File: src/rtl/mem_access_unit.sv
// -----------------------------------------------------------------------------
// mem_access_unit
//
// Load/store initiator for the byte-wide data memory used by the MEM stage.
// One byte, halfword or word request is accepted at a time. It is split into
// single-byte memory accesses in little-endian order. Loads return sign- or
// zero-extended data together with a one-cycle completion pulse.
//
// Request handshake:
//   - req_i is sampled only while the unit is idle (busy_o low).
//   - An accepted request raises busy_o from the accepting edge through the
//     done_o cycle, inclusive.
//   - done_o pulses for exactly one cycle, and err_o is valid alongside it.
//   - req_i seen while busy_o is high is dropped, not queued.
//
// Ports:
//   clk_i       clock, rising edge
//   rst_i       asynchronous reset, active low
//   req_i       request strobe
//   we_i        1 = store, 0 = load
//   size_i      00 byte, 01 halfword, 10 word, 11 illegal
//   sign_i      loads only: 1 = sign-extend, 0 = zero-extend
//   addr_i      byte address
//   wdata_i     store data; the low 8*N bits are used
//   busy_o      request in progress
//   done_o      one-cycle completion pulse
//   err_o       request rejected (valid with done_o)
//   rdata_o     load result; held until the next completion that updates it
//   memRead_o   memory read enable
//   memWrite_o  memory write enable
//   memAddr_o   memory byte address
//   memWData_o  memory write byte
//   memRData_i  memory read byte (combinational, same cycle)
//   dbg_state   current FSM state (0 IDLE, 1 ACCESS, 2 DONE)
// -----------------------------------------------------------------------------
module mem_access_unit #(
    parameter int ADDR_W = 5
) (
    input  logic        clk_i,
    input  logic        rst_i,
    input  logic        req_i,
    input  logic        we_i,
    input  logic [1:0]  size_i,
    input  logic        sign_i,
    input  logic [31:0] addr_i,
    input  logic [31:0] wdata_i,
    output logic        busy_o,
    output logic        done_o,
    output logic        err_o,
    output logic [31:0] rdata_o,
    output logic        memRead_o,
    output logic        memWrite_o,
    output logic [31:0] memAddr_o,
    output logic [7:0]  memWData_o,
    input  logic [7:0]  memRData_i,
    output logic [1:0]  dbg_state
);

    typedef enum logic [1:0] {
        IDLE   = 2'd0,
        ACCESS = 2'd1,
        DONE   = 2'd2
    } state_t;

    // Highest legal byte address in the data memory.
    localparam logic [32:0] LAST_BYTE = 33'((64'd1 << ADDR_W) - 64'd1);

    state_t      state;
    logic        we_q;
    logic        sign_q;
    logic [1:0]  size_q;
    logic [1:0]  k;
    logic [31:0] addr_q;
    logic [31:0] wdata_q;
    logic [31:0] rbuf;

    function automatic logic [2:0] size_bytes(input logic [1:0] size);
        case (size)
            2'b00:   return 3'd1;
            2'b01:   return 3'd2;
            default: return 3'd4;
        endcase
    endfunction

    logic [2:0]  req_n;
    logic [32:0] req_last;
    logic        req_err;

    // Rejection is decided entirely at capture time.
    // The 33-bit sum keeps addr + N - 1 from wrapping near 2^32.
    always_comb begin
        req_n    = size_bytes(size_i);
        req_last = {1'b0, addr_i} + {30'd0, req_n} - 33'd1;
        req_err  = (size_i == 2'b11)
                || (size_i == 2'b01 && addr_i[0])
                || (size_i == 2'b10 && addr_i[1:0] != 2'b00)
                || (req_last > LAST_BYTE)
                || ((addr_i >> ADDR_W) != 32'd0);
    end

    logic [1:0]  k_next;
    logic        k_last;
    logic [31:0] load_word;
    logic [31:0] load_ext;

    // load_word merges the byte currently on memRData_i into the partial
    // result. On the last access cycle it can therefore be extended and
    // registered straight into rdata_o on the same edge that enters DONE.
    always_comb begin
        k_next    = k + 2'd1;
        k_last    = (({1'b0, k} + 3'd1) == size_bytes(size_q));
        load_word = rbuf;
        load_word[{k, 3'b000} +: 8] = memRData_i;
        case (size_q)
            2'b00:   load_ext = {{24{sign_q & load_word[7]}}, load_word[7:0]};
            2'b01:   load_ext = {{16{sign_q & load_word[15]}}, load_word[15:0]};
            default: load_ext = load_word;
        endcase
    end

    assign dbg_state = state;

    always_ff @(posedge clk_i or negedge rst_i) begin
        if (!rst_i) begin
            state      <= IDLE;
            we_q       <= 1'b0;
            sign_q     <= 1'b0;
            size_q     <= 2'b00;
            k          <= 2'd0;
            addr_q     <= 32'd0;
            wdata_q    <= 32'd0;
            rbuf       <= 32'd0;
            busy_o     <= 1'b0;
            done_o     <= 1'b0;
            err_o      <= 1'b0;
            rdata_o    <= 32'd0;
            memRead_o  <= 1'b0;
            memWrite_o <= 1'b0;
            memAddr_o  <= 32'd0;
            memWData_o <= 8'd0;
        end else begin
            case (state)
                IDLE: begin
                    done_o <= 1'b0;
                    err_o  <= 1'b0;
                    if (req_i) begin
                        we_q    <= we_i;
                        sign_q  <= sign_i;
                        size_q  <= size_i;
                        addr_q  <= addr_i;
                        wdata_q <= wdata_i;
                        k       <= 2'd0;
                        rbuf    <= 32'd0;
                        busy_o  <= 1'b1;
                        if (req_err) begin
                            // Rejected requests skip memory entirely.
                            state   <= DONE;
                            done_o  <= 1'b1;
                            err_o   <= 1'b1;
                            rdata_o <= 32'd0;
                        end else begin
                            // Present byte 0 during the first ACCESS cycle.
                            state      <= ACCESS;
                            memRead_o  <= ~we_i;
                            memWrite_o <= we_i;
                            memAddr_o  <= addr_i;
                            memWData_o <= we_i ? wdata_i[7:0] : 8'd0;
                        end
                    end
                end

                ACCESS: begin
                    if (!we_q) begin
                        rbuf <= load_word;
                    end
                    if (k_last) begin
                        state      <= DONE;
                        memRead_o  <= 1'b0;
                        memWrite_o <= 1'b0;
                        memAddr_o  <= 32'd0;
                        memWData_o <= 8'd0;
                        done_o     <= 1'b1;
                        err_o      <= 1'b0;
                        if (!we_q) begin
                            rdata_o <= load_ext;
                        end
                    end else begin
                        k          <= k_next;
                        memAddr_o  <= addr_q + {30'd0, k_next};
                        memWData_o <= we_q ? wdata_q[{k_next, 3'b000} +: 8] : 8'd0;
                    end
                end

                DONE: begin
                    state  <= IDLE;
                    busy_o <= 1'b0;
                    done_o <= 1'b0;
                    err_o  <= 1'b0;
                end

                default: begin
                    state  <= IDLE;
                    busy_o <= 1'b0;
                    done_o <= 1'b0;
                    err_o  <= 1'b0;
                end
            endcase
        end
    end

endmodule

File: config.mk
export PLATFORM = sky130hd
export DESIGN_NAME = mem_access_unit
export DESIGN_NICKNAME = d
export VERILOG_FILES = /design/src/rtl/mem_access_unit.sv
export SDC_FILE = /design/constraint.sdc
export NUM_CORES = 1
export LEC_CHECK = 0
export BUFFER_PORTS_ARGS = -buffer_cell sky130_fd_sc_hd__buf_2
export CORE_MARGIN = 3
export CORE_UTILIZATION = 40
export DETAILED_ROUTE_END_ITERATION = 8
export PLACE_DENSITY = 0.61
export SYNTH_ARGS = -nofsm -noshare
export SYNTH_HDL_FRONTEND = slang
export SYNTH_SLANG_ARGS = --single-unit
File: constraint.sdc
create_clock -name clk_i -period 7.35 [get_ports clk_i]
set_input_delay 1.47 -clock clk_i [delete_from_list [all_inputs] [get_ports clk_i]]
set_output_delay 1.47 -clock clk_i [all_outputs]
set_load 0.005 [all_outputs]
==> out/results.md <==
| Parameter | Reported |
|---|---|
| Post-synth ARST share | 100.0% |
| Layout cell share with drive strength beyond 1 | 15.51% |
| Initial cell density of the core | 41.03% |
| Most common cell after layout, fill and taps aside | nand2_1 |
| Count of H-tree levels built during CTS | 4 |
| Path type of the worst setup path | primary input to flop |
| Maximum root-to-sink buffer count | 2 |
| Data required time at the worst endpoint | 7.68 ns |
| Post-CTS clock slew at the launch and capture registers of the worst setup and hold paths | 0.08 ns |
| Setup repair after global routing missed its margin | false |
| Simple-gate area share of the yosys netlist | 24.40% |
| Hold-fix buffer count after cts | 0 |
| Final GP Congestion | 0.9949 |
| Post-synthesis average cell area | 8.264 sq um |
| Post-detailed-routing wire length | 40880 um |
| Count of final hold-check violations | 0 |
| Final setup violation count | 0 |
| Routed vias/inst | 5.823 |
| Hold WC Path Type | flop to flop |
| DP Area | 13390 sq um |
| Seq cells post-synth | 181 |
| Mapped Cells | 1487 |
| Placeable Area | 29950 sq um |
| Setup TNS after final layout | 0 ns |
| Minimum setup slack among reg-to-reg paths | 1.97 ns |
| Multiplexer fraction of the synthesized cell area | 3.217% |
| Cells on Worst Hold Path | 2 |
| FP Rows | 63 |
| Post-layout minimum cycle time | 5.690 ns |
| Worst Max-Slew Pin Slew | 1.167 ns |
| Root Driver | clkbuf_16 |
| Hold Path Origin | wdata_q[20] |
| DIE HEIGHT | 181.3 um |
| Top library cells by usage in the layout, fill and taps aside | nand2_1 (241), dfrtp_1 (181), buf_2 (156), o21ai_0 (106), inv_1 (104) |
| Crit path max fanout | 39 |
| Number of I/O pins | 158 |
| Number of maximum-capacitance violations | 0 |
| Clock Skew | 0.01705 ns |
| Inserted Clock Buffers | 17 |
| EDFF count, synth | 0 |
| Drt drc | 0 |
| Number of detailed-routing iterations run before antenna repair | 8 |
| Clk_lat worst skew | 0.44 ns |
| Outcome | completed |
| Number of global-route vias before repair | 11260 |
| Wire length of the first global-routing pass | 63790 um |
| Synth Area in XOR/XNOR | 2.779% |
| Arrival time of the worst setup path | 6.02 ns |
| Post-Layout Inst Area | 13970 sq um |
| Number of gates resized after cts | 0 |
| DRT antenna net count | 0 |
| Cells along the critical path | buf_2 > inv_1 > nand2_1 > ha_1 > inv_1 > ha_1 > fa_1 > a211oi_1 > o21bai_1 > a21o_1 > mux2_4 > a2111oi_4 > or3b_1 > a211o_1 > o41a_2 > a221oi_1 |
| Slew Limit Fails | 0 |
| Post-detail-place hpwl | 30050 um |
| Areal power density over the cells | 181.1 nW/um^2 |
| Maximum number of pins on one net before global-route repair | 105 |
| Antenna diode count | 0 |
| Leakage power | 6.380 nW |
| Number of cells traversed by the worst register-to-register path | 13 |
| Final nets | 1736 |
| Post-CTS Setup Inserts | 0 |
| Width of the die | 181.3 um |
| DR vias | 11660 |
| Worst hold slack after final layout | 0.4756 ns |
| Final clock period utilization by the worst path | 77.42% |
| Netlist area before placement | 12290 sq um |
| Count of input and output buffers | 157 |
| Number of antenna violations at the first check in global routing | 0 |
| Yosys warning total | 0 |
| Worst relative slew slack | 21.94% |
| Clock tree from TritonCTS | built |
| Critical path buffers and inverters | 3 |
| Critical path capture point type | flop |
| DRT iter0 DRCs | 1038 |
| Combined global-route utilization of all metal layers | 24.28% |
| Kind of cell adding the most delay to the critical path | compound AO/OA/AOI/OAI gates |
| Timing-limited maximum frequency | 175.7 MHz |
| Delay of the slowest cell on the worst path | 0.83 ns |
| Predominant post-synthesis flop cell | dfrtp_1 |
| Worst ir drop on vdd | 0.1637 mV |
| Syn_nets | 1623 |
| Reg-to-reg critical path endpoint | rdata_o[23] |
| Fill cell total of the finished layout | 2982 |
| Post-synth cell types | 74 |
| CTS sink count | 181 |
| Largest family of logic cells by synthesized area | simple AND/OR/NAND/NOR gates |
| Area of the die | 32860 sq um |
| Synth Area in Compound Gates | 20.94% |
| Sequential-to-total area share from yosys stat | 36.86% |
| Fraction of the mapped netlist area in adder cells | 5.925% |
| Overflow left after global routing | 0 |
| Critical path launch point type | primary input |
| Area growth from synthesis to layout | 13.67% |
| Average wire length per cell after detail routing | 20.42 um |
| Worst path slowest cell | o41a_2 |
| Endpoint with the worst hold slack | wdata_q[20] |
| Worst reg2reg startpoint | k[0] |
## worst max-delay path by stage
stage	from	to	slack, ns	cells past startpoint
after floorplan	size_i[1]	memRead_o	2.04	16
after global routing	size_i[1]	memAddr_o[12]	1.32	16
final	size_i[1]	memAddr_o[28]	1.66	16
after detailed placement	size_i[1]	memWData_o[6]	1.25	16
after CTS	size_i[1]	memWData_o[6]	1.72	16
after global placement	size_i[1]	memAddr_o[31]	1.36	16
## power by group
part           internal, mW  switching [mW]  total, mW
Combinational         0.179           0.329      0.509
Clock                 0.484           0.446      0.929
Sequential             1.05          0.0466       1.09
Total                  1.71           0.822       2.53
## area by class of cell
| cell class | instances | area, sq um | share of cell area [%] |
|---|---|---|---|
| clock inverters | 14 | 157.7 | 1.129 |
| repair buffers | 174 | 919.6 | 6.583 |
| clock buffers | 17 | 425.4 | 3.045 |
| multi-input cells | 1122 | 7059 | 50.53 |
| inverters | 104 | 390.4 | 2.794 |
| well taps | 390 | 488.0 | 3.493 |
| flip-flops and latches | 181 | 4529 | 32.42 |
## cell families (layout without fill, tap and decap cells)
family,Yosys count,in the layout
adders and majority gates,57,57
and+or+nand+nor,616,616
DFF,181,181
buffers and inverters,184,309
AOI/OAI and AO/OA,382,382
muxes,28,28
xor gates and xnor gates,39,39
## registers in the layout, indices dropped and copies added (netlist names), 2 cells and up
| name | count |
|---|---|
| rbuf | 32 |
| dbg_state | 2 |
| memWData_o | 8 |
| memAddr_o | 32 |
| k | 2 |
| wdata_q | 32 |
| rdata_o | 32 |
| size_q | 2 |
| addr_q | 32 |
## synth_stat cells, types with 13 or more instances
cell type | count | share of area (%)
nand2_1 | 242 | 7.4
dfrtp_1 | 181 | 37
o21ai_0 | 106 | 4.3
inv_1 | 104 | 3.2
nor2_1 | 99 | 3.0
a21oi_1 | 90 | 3.7
clkbuf_1 | 65 | 2.0
ha_1 | 55 | 5.6
nor3_1 | 42 | 1.7
nand2b_1 | 41 | 2.1
nand3_1 | 40 | 1.6
a22o_1 | 26 | 1.9
nor2b_1 | 25 | 1.3
and3_1 | 20 | 1.0
nand4_1 | 20 | 1.0
xor2_1 | 20 | 1.4
a211oi_1 | 19 | 1.2
xnor2_1 | 19 | 1.4
a221oi_1 | 16 | 1.1
a22oi_1 | 16 | 0.98
nor4_1 | 16 | 0.81
or3_1 | 14 | 0.71
a21o_1 | 13 | 0.79
## through the flow
step | instances | util, % | power (mW) | setup slack [ns]
2_1_floorplan | 1487 | - | 1.427 | 2.036
3_3_place_gp | 1971 | 44.69 | 1.606 | 1.363
3_5_place_dp | 1971 | 44.69 | 1.610 | 1.246
4_1_cts | 2002 | 46.64 | 2.536 | 1.724
5_1_grt | 2002 | 46.64 | 2.651 | 1.317
6_report | 2002 | 46.64 | 2.530 | 1.660
## worst reg2reg max path, cell delays in order (launching register included)
cell and delay, ns:
dfrtp_1 0.96, inv_1 0.32, ha_1 0.93, nand2_1 0.12
o31ai_1 0.22, a21oi_1 0.10, buf_4 0.26, and2_1 0.38
nor2_1 0.86, nand2_1 0.48, nor2_1 0.23, buf_4 0.26
a22oi_1 0.10, o21ai_0 0.09
## routing by layer
layer,global-route usage [%],routed length [um],vias to the layer above
li1,-,-,5487
met1,34.36,18450,5682
met2,38.04,18700,424
met3,3.523,2382,65
met4,8.531,1346,0
met5,0,0,-
No activity file was read; power rests on OpenSTA's default activity.
